**src/rtl/state_bank.sv**
```systemverilog
// state_bank: DEPTH addressable W-bit state words with a write channel, a read-request channel
// and a registered, backpressured read-response channel.
module state_bank #(
    parameter int          W      = 16,
    parameter int          DEPTH  = 4,
    parameter logic [W-1:0] INIT  = '0,
    parameter int          BYPASS = 1,
    parameter int          ADDR_W = (DEPTH > 1) ? $clog2(DEPTH) : 1
) (
    input  logic                clk,
    input  logic                rst,
    input  logic                din_valid_i,
    output logic                din_ready_o,
    input  logic [ADDR_W+W-1:0] din_data_i,
    input  logic                rd_valid_i,
    output logic                rd_ready_o,
    input  logic [ADDR_W-1:0]   rd_data_i,
    output logic                dout_valid_o,
    input  logic                dout_ready_i,
    output logic [W-1:0]        dout_data_o
);
    logic [W-1:0]      mem_q [DEPTH];
    logic [W-1:0]      mem_d [DEPTH];
    logic              valid_q, valid_d;
    logic [W-1:0]      data_q, data_d;
    logic [ADDR_W-1:0] wr_addr, wr_idx;
    logic [W-1:0]      wr_val, rd_val;
    logic              wr_ok, rd_ok, rd_acc;

    assign wr_addr = din_data_i[ADDR_W+W-1:W];
    assign wr_val  = din_data_i[W-1:0];
    // A single-entry bank ignores the address field on writes.
    assign wr_idx  = (DEPTH == 1) ? '0 : wr_addr;
    assign wr_ok   = (DEPTH == 1) || (int'(wr_addr) < DEPTH);
    assign rd_ok   = int'(rd_data_i) < DEPTH;

    assign din_ready_o  = 1'b1;
    assign rd_ready_o   = rst && (!valid_q || dout_ready_i);
    assign rd_acc       = rd_valid_i && rd_ready_o;
    assign dout_valid_o = valid_q;
    assign dout_data_o  = data_q;

    assign rd_val = !rd_ok ? INIT :
                    (BYPASS != 0 && din_valid_i && wr_ok && wr_idx == rd_data_i) ? wr_val :
                    mem_q[rd_data_i];

    always_comb begin
        mem_d = mem_q;
        if (din_valid_i && wr_ok) mem_d[wr_idx] = wr_val;
        valid_d = rd_acc ? 1'b1 : (dout_ready_i ? 1'b0 : valid_q);
        data_d  = rd_acc ? rd_val : data_q;
    end

    always_ff @(posedge clk or negedge rst) begin
        if (!rst) begin
            for (int i = 0; i < DEPTH; i++) mem_q[i] <= INIT;
            valid_q <= 1'b0;
            data_q  <= INIT;
        end else begin
            mem_q   <= mem_d;
            valid_q <= valid_d;
            data_q  <= data_d;
        end
    end
endmodule

```
**config.mk**
```make
export PLATFORM = sky130hd
export DESIGN_NAME = state_bank
export DESIGN_NICKNAME = d
export VERILOG_FILES = /design/src/rtl/state_bank.sv
export SDC_FILE = /design/constraint.sdc
export NUM_CORES = 1
export LEC_CHECK = 0
export BUFFER_PORTS_ARGS = -buffer_cell sky130_fd_sc_hd__buf_2
export CORE_UTILIZATION = 60
export DETAILED_ROUTE_END_ITERATION = 8
export GPL_TIMING_DRIVEN = 0
export PLACE_DENSITY = 0.84
export SETUP_SLACK_MARGIN = 0.1
export SYNTH_ARGS = -nofsm -noshare
export SYNTH_HDL_FRONTEND = slang
export SYNTH_SLANG_ARGS = --single-unit
```
**constraint.sdc**
```tcl
create_clock -name clk -period 2 [get_ports clk]
set_clock_uncertainty 0.1 [all_clocks]
set_input_delay 0 -clock clk [delete_from_list [all_inputs] [get_ports clk]]
set_output_delay 0 -clock clk [all_outputs]
set_load 0.01 [all_outputs]
```
# Word-level counts from Yosys, hierarchy flattened
# Index checks and enable logic that the tools add are counted.
word_totals:
  regBits: 81
  in_bits: 25
  out_inout_bits: 19
  wordCells: 28
classes:
  n_lt_le_gt_ge: 3
  eq_ne: 1
  muxes: 9
  bitwise_logic: 2
  n_reduce_logical: 7
op_table:
  columns: ["operator", "n"]
  rows:
  - ["$bwmux 64", 1]
  - ["$mux 16", 4]
  - ["$bmux 16 s2", 1]
  - ["$demux 16 s2", 1]
  - ["$ge 3x3->1 const B", 2]
  - ["$not 2->3", 2]
  - ["$logic_and 1x1->1", 4]
  - ["$lt 3x1->1 const B", 1]
  - ["$eq 2x2->1", 1]
  - ["$mux 1", 2]
  - ["$reduce_bool 2->1", 1]
  - ["$logic_not 1->1", 1]
  - ["$logic_or 1x1->1", 1]

# Depth between registers and ports, before layout
logic_depth:
  word_depth: 6
  ltp_mapped: 5
  ltp_nobuf: 3

# Least setup slack after synthesis
# Ideal clock, no wire load.
synth_timing:
  path_type: "register -> register"
  start: "register valid_q, in the netlist dout_valid_o"
  end: "register data_q[10], in the netlist dout_data_o[10]"
  setup_time_ns: 0.082
  t_arrival_ns: 1.161
  required_ns: 1.818
  slack_ns: 0.657
  stages_incl_launch_ff: 6
  n_path_buf: 2
  period_less_slack_ns: 1.343
  cell_sequence: "dfrtp_1 > nand2b_1 > buf_2 > buf_1 > a31oi_1 > a31oi_1"
synth_between:
  elab_chain_len: 4
synth_lines:
  columns: ["element", "line", "rtl"]
  rows:
  - ["start: declaration", "24", "logic valid_q, valid_d;"]
  - ["start signal: assignment", "61", "valid_q <= valid_d;"]
  - ["$logic_not 1->1", "38", "assign rd_ready_o = rst && (!valid_q || dout_ready_i);"]
  - ["$logic_or 1x1->1", "38", null]
  - ["$logic_and 1x1->1", "38", null]
  - ["$logic_and 1x1->1", "39", "assign rd_acc = rd_valid_i && rd_ready_o;"]
  - ["end signal: assignment", "62", "data_q <= data_d;"]
  - ["end: declaration", "25", "logic [W-1:0] data_q, data_d;"]
# Every way passes these cells.
# A chain may end at the register's enable or synchronous reset.

# Worst setup path in the final report
layout_timing:
  start: "input port rst"
  end: "output port rd_ready_o"
layout_between:
  elab_chain_len: 1
layout_lines:
  columns: ["element", "line", "rtl"]
  rows:
  - ["start: declaration", "11", "input logic rst,"]
  - ["$logic_and 1x1->1", "38", null]
  - ["end: declaration", "16", "output logic rd_ready_o,"]
# Every way passes these cells.

==> impl.org <==
** STA
- Timing would allow up to 632 MHz.
- Smallest setup slack after layout :: 416 ps
- Unrepaired setup endpoints after global routing :: false
- Post-Route Hold Slack :: -615 ps
- Setup violations, final :: 0
- In the finished design, the share of the clock period the worst path needs comes to 79.2%.
- Hold Vio Cnt, Final :: 81
- Post-route minimum period :: 1580 ps
- Number of max-slew violations in the final report :: 0

** Clock tree
- Buffers inserted to repair hold after CTS numbered 17.
- Clock-pin slew was measured on the worst setup and hold paths at 90 ps.
- The clock tree synthesis step divided the H-tree into 3 levels.
- The later pin in the worst-skew pair is clocked with a latency of 360 ps.
- TritonCTS Buffers :: 9
- Clock tree sinks :: 81
- TritonCTS built the clock tree.
- Clock tree synthesis selected as its root buffer the cell sky130_fd_sc_hd__clkbuf_8.
- CTS Buffer Depth :: 2
- Number of setup buffers added after CTS :: 0

** Synthesis
- Total of flip-flops plus latches after synthesis :: 81
- Avg Synthesized Cell Area :: 14.6 um2
- The cell area that synthesis handed to floorplanning was 0.00387 mm2.
- When the netlist entered floorplanning its net count stood at 291.
- In this run, distinct cell masters in the synthesized netlist total 26.
- Ys Warns :: 0
- Number of instances in the synthesized netlist :: 266
- Sequential share of the synthesized area :: 52.4%

** Setup path
- Of all nets on the critical path, the largest fanout is 69.
- The startpoint identified for the worst register-to-register timing path is dout_valid_o.
- Setup slack on the worst reg-to-reg path comes out at 480 ps.
- Worst r2r dst :: dout_data_o[7]
- Required time of the critical path :: 1900 ps
- Counting cells, the worst reg-to-reg path comes to 5.
- Sort of element at the start of the critical path :: input port
- At the worst endpoint, the arrival time is 1480 ps.
- The worst setup path is captured at a primary output.
- The critical path in this run is classified as in -> out.

** Place
- Placed wire-length estimate :: 5.34 mm
- Final Wtd Congestion :: 0.805
- After detailed placement, the total cell area comes to 0.00418 mm2.
- Number of buffers inserted by port buffering :: 37
- Cell Count Post-Placement :: 379
- Before CTS, the worst setup slack after placement is 101 ps.

** GRT
- Pin count of the biggest net entering global routing :: 70
- The first global-routing pass estimated 12.9 mm of wire.
- The number of antenna violations at the first check in global routing was 0.
- Leftover overflow at the end of global routing :: 0
- Overall track demand over capacity in global routing :: 26.9%
- Via count of the first global-routing pass :: 2,538

** Finish
- Antenna cells :: 0
- Area of all sequential standard cells :: 0.00203 mm2
- Filler cell count in the final layout :: 380
- Cells with a size suffix above 1 make up 47.3% of the layout.
- The final layout contains 356 nets.
- Post-route cell area :: 0.00453 mm2
- For this run, the number of standard cells in the final layout without fillers is 411.
- Total area of multi-input combinational cells :: 0.00167 mm2
- From synthesis to final layout, the design area changed by 17.1%.

** Floorplanning
- Floorplan die width :: 82.3 um
- From bottom edge to top edge, the die measures 82.3 um.
- The floorplan step defined a die boundary enclosing 0.00678 mm2.
- The floorplan has 28 rows.
- The core region is 0.00606 mm2.
- For this configuration, the core starts out at a cell density of 63.9%.
- For this design the top-level I/O count stands at 44.

** Power and ir drop
- The design draws 4.22 mW.
- Worst IR drop on VDD :: 0.523 mV
- Dividing total power by cell area gives a power density of 932 mW/mm2.
- Leakage power of the design :: 1.91 nW

** Route
- Post-DR vias/cell :: 6.29
- Routed via count :: 2,584
- Number of routed nets with antenna violations :: 0
- Detailed Route Iter0 Violations :: 157
- Final routed DRC violation total :: 0
- Overall routed net length :: 7.95 mm
- First-pass iteration count of the detailed router :: 4
- Routed wire per std cell :: 19.3 um

** Status
- Violations in the final reports :: hold timing
- The run finished, with violations left.

** Job
- Across the run, the number of max-cap violations was 0.

** Worst hold path
- The worst hold path belongs to the class in -> async.
[report_power, final]
group	internal, mW	switching [mW]
sequential	1.96	0.162
combinational	0.526	0.438
clock	0.474	0.659
total	2.96	1.26
[metrics by stage]
step / setup TNS (ps) / util [%]
floorplan: 0 / -
global placement: -12090 / 68.5
detailed placement: 0 / 69.0
CTS: 0 / 74.9
global route: 0 / 74.8
finish: 0 / 74.8
[worst max path at each step]
stage | slack [ps] | start | cells past startpoint | endpoint
2_1_floorplan | 660 | dout_valid_o | 5 | dout_data_o[10]
3_3_place_gp | -790 | rst | 6 | dout_data_o[7]
3_5_place_dp | 100 | rst | 7 | dout_data_o[7]
4_1_cts | 180 | dout_valid_o | 5 | rd_ready_o
5_1_grt | 290 | rst | 6 | rd_ready_o
6_report | 420 | rst | 6 | rd_ready_o
[layer usage]
layer / GRT usage [%] / wire (um) / vias to the layer above
met1: 36.8 / 3650 / 1311
met3: 6.04 / 393 / 20
met5: 0 / 0 / -
met2: 41.4 / 3730 / 83
li1: - / - / 1170
met4: 11.6 / 169 / 0
[synth_stat cells]
master	number	share of area, %
sky130_fd_sc_hd__dfrtp_1	81	52
sky130_fd_sc_hd__mux2_2	61	18
sky130_fd_sc_hd__a31oi_1	32	5.2
sky130_fd_sc_hd__nand4_1	16	2.6
sky130_fd_sc_hd__o31ai_1	16	3.1
sky130_fd_sc_hd__mux4_2	14	8.1
sky130_fd_sc_hd__buf_2	11	1.4
sky130_fd_sc_hd__buf_4	7	1.4
sky130_fd_sc_hd__buf_1	3	0.29
sky130_fd_sc_hd__mux2_1	3	0.87
sky130_fd_sc_hd__buf_6	2	0.58
sky130_fd_sc_hd__clkbuf_1	2	0.19
sky130_fd_sc_hd__mux4_1	2	1.4
sky130_fd_sc_hd__nand3b_4	2	1.0
sky130_fd_sc_hd__xnor2_2	2	0.84
sky130_fd_sc_hd__xor2_2	2	0.84
sky130_fd_sc_hd__and2_1	1	0.16
sky130_fd_sc_hd__and3_1	1	0.16
sky130_fd_sc_hd__buf_12	1	0.52
sky130_fd_sc_hd__conb_1	1	0.097
sky130_fd_sc_hd__inv_2	1	0.097
sky130_fd_sc_hd__nand2_1	1	0.097
sky130_fd_sc_hd__nand2b_1	1	0.16
sky130_fd_sc_hd__nand3_1	1	0.13
sky130_fd_sc_hd__nand3_2	1	0.26
sky130_fd_sc_hd__nor3_4	1	0.42
[registers in the layout, summed over array words and instances (netlist names)]
register and cells:
mem_q 64, dout_data_o 16, dout_valid_o 1
[what timing repair did]
| item | in CTS | in global routing |
|---|---|---|
| gates resized for setup | 0 | 0 |
| setup endpoints to repair | 0 | 1 |
| endpoints found under the hold margin | 161 | 81 |
[cells by family after synthesis]
family	synth area share (%)
AO/OA/AOI/OAI	8.27
XOR/XNOR	1.68
other	0.0969
multiplexers	28.1
buffers and inverters	4.46
flip-flops	52.4
AND/OR/NAND/NOR	5.01
[layout by cell type, fill, tap and decap left out, drive strengths merged, types with 2 or more instances in the layout]
cell          n
a31oi        32
buf          61
clkbuf       11
clkinv        3
dfrtp        81
dlygate4sd3  17
inv           4
mux2         64
mux4         16
nand3         2
nand3b        2
nand4        16
o31ai        16
xnor2         2
xor2          2
[area by class of cell]
| type | count | area share [%] |
|---|---|---|
| Buffer | 25 | 3.64 |
| Clock inverter | 7 | 1.38 |
| Tap cell | 75 | 2.07 |
| Inverter | 1 | 0.0828 |
| Clock buffer | 9 | 2.73 |
| Multi-Input combinational cell | 158 | 36.9 |
| Sequential cell | 81 | 44.7 |
| Timing Repair Buffer | 55 | 8.50 |
[critical path: stages]
cell and delay, ps:
sky130_fd_sc_hd__buf_4 220, sky130_fd_sc_hd__buf_16 330, sky130_fd_sc_hd__buf_2 260, sky130_fd_sc_hd__buf_1 350, sky130_fd_sc_hd__and2_1 180, sky130_fd_sc_hd__buf_2 120
Power figures use the tool's default switching activity.
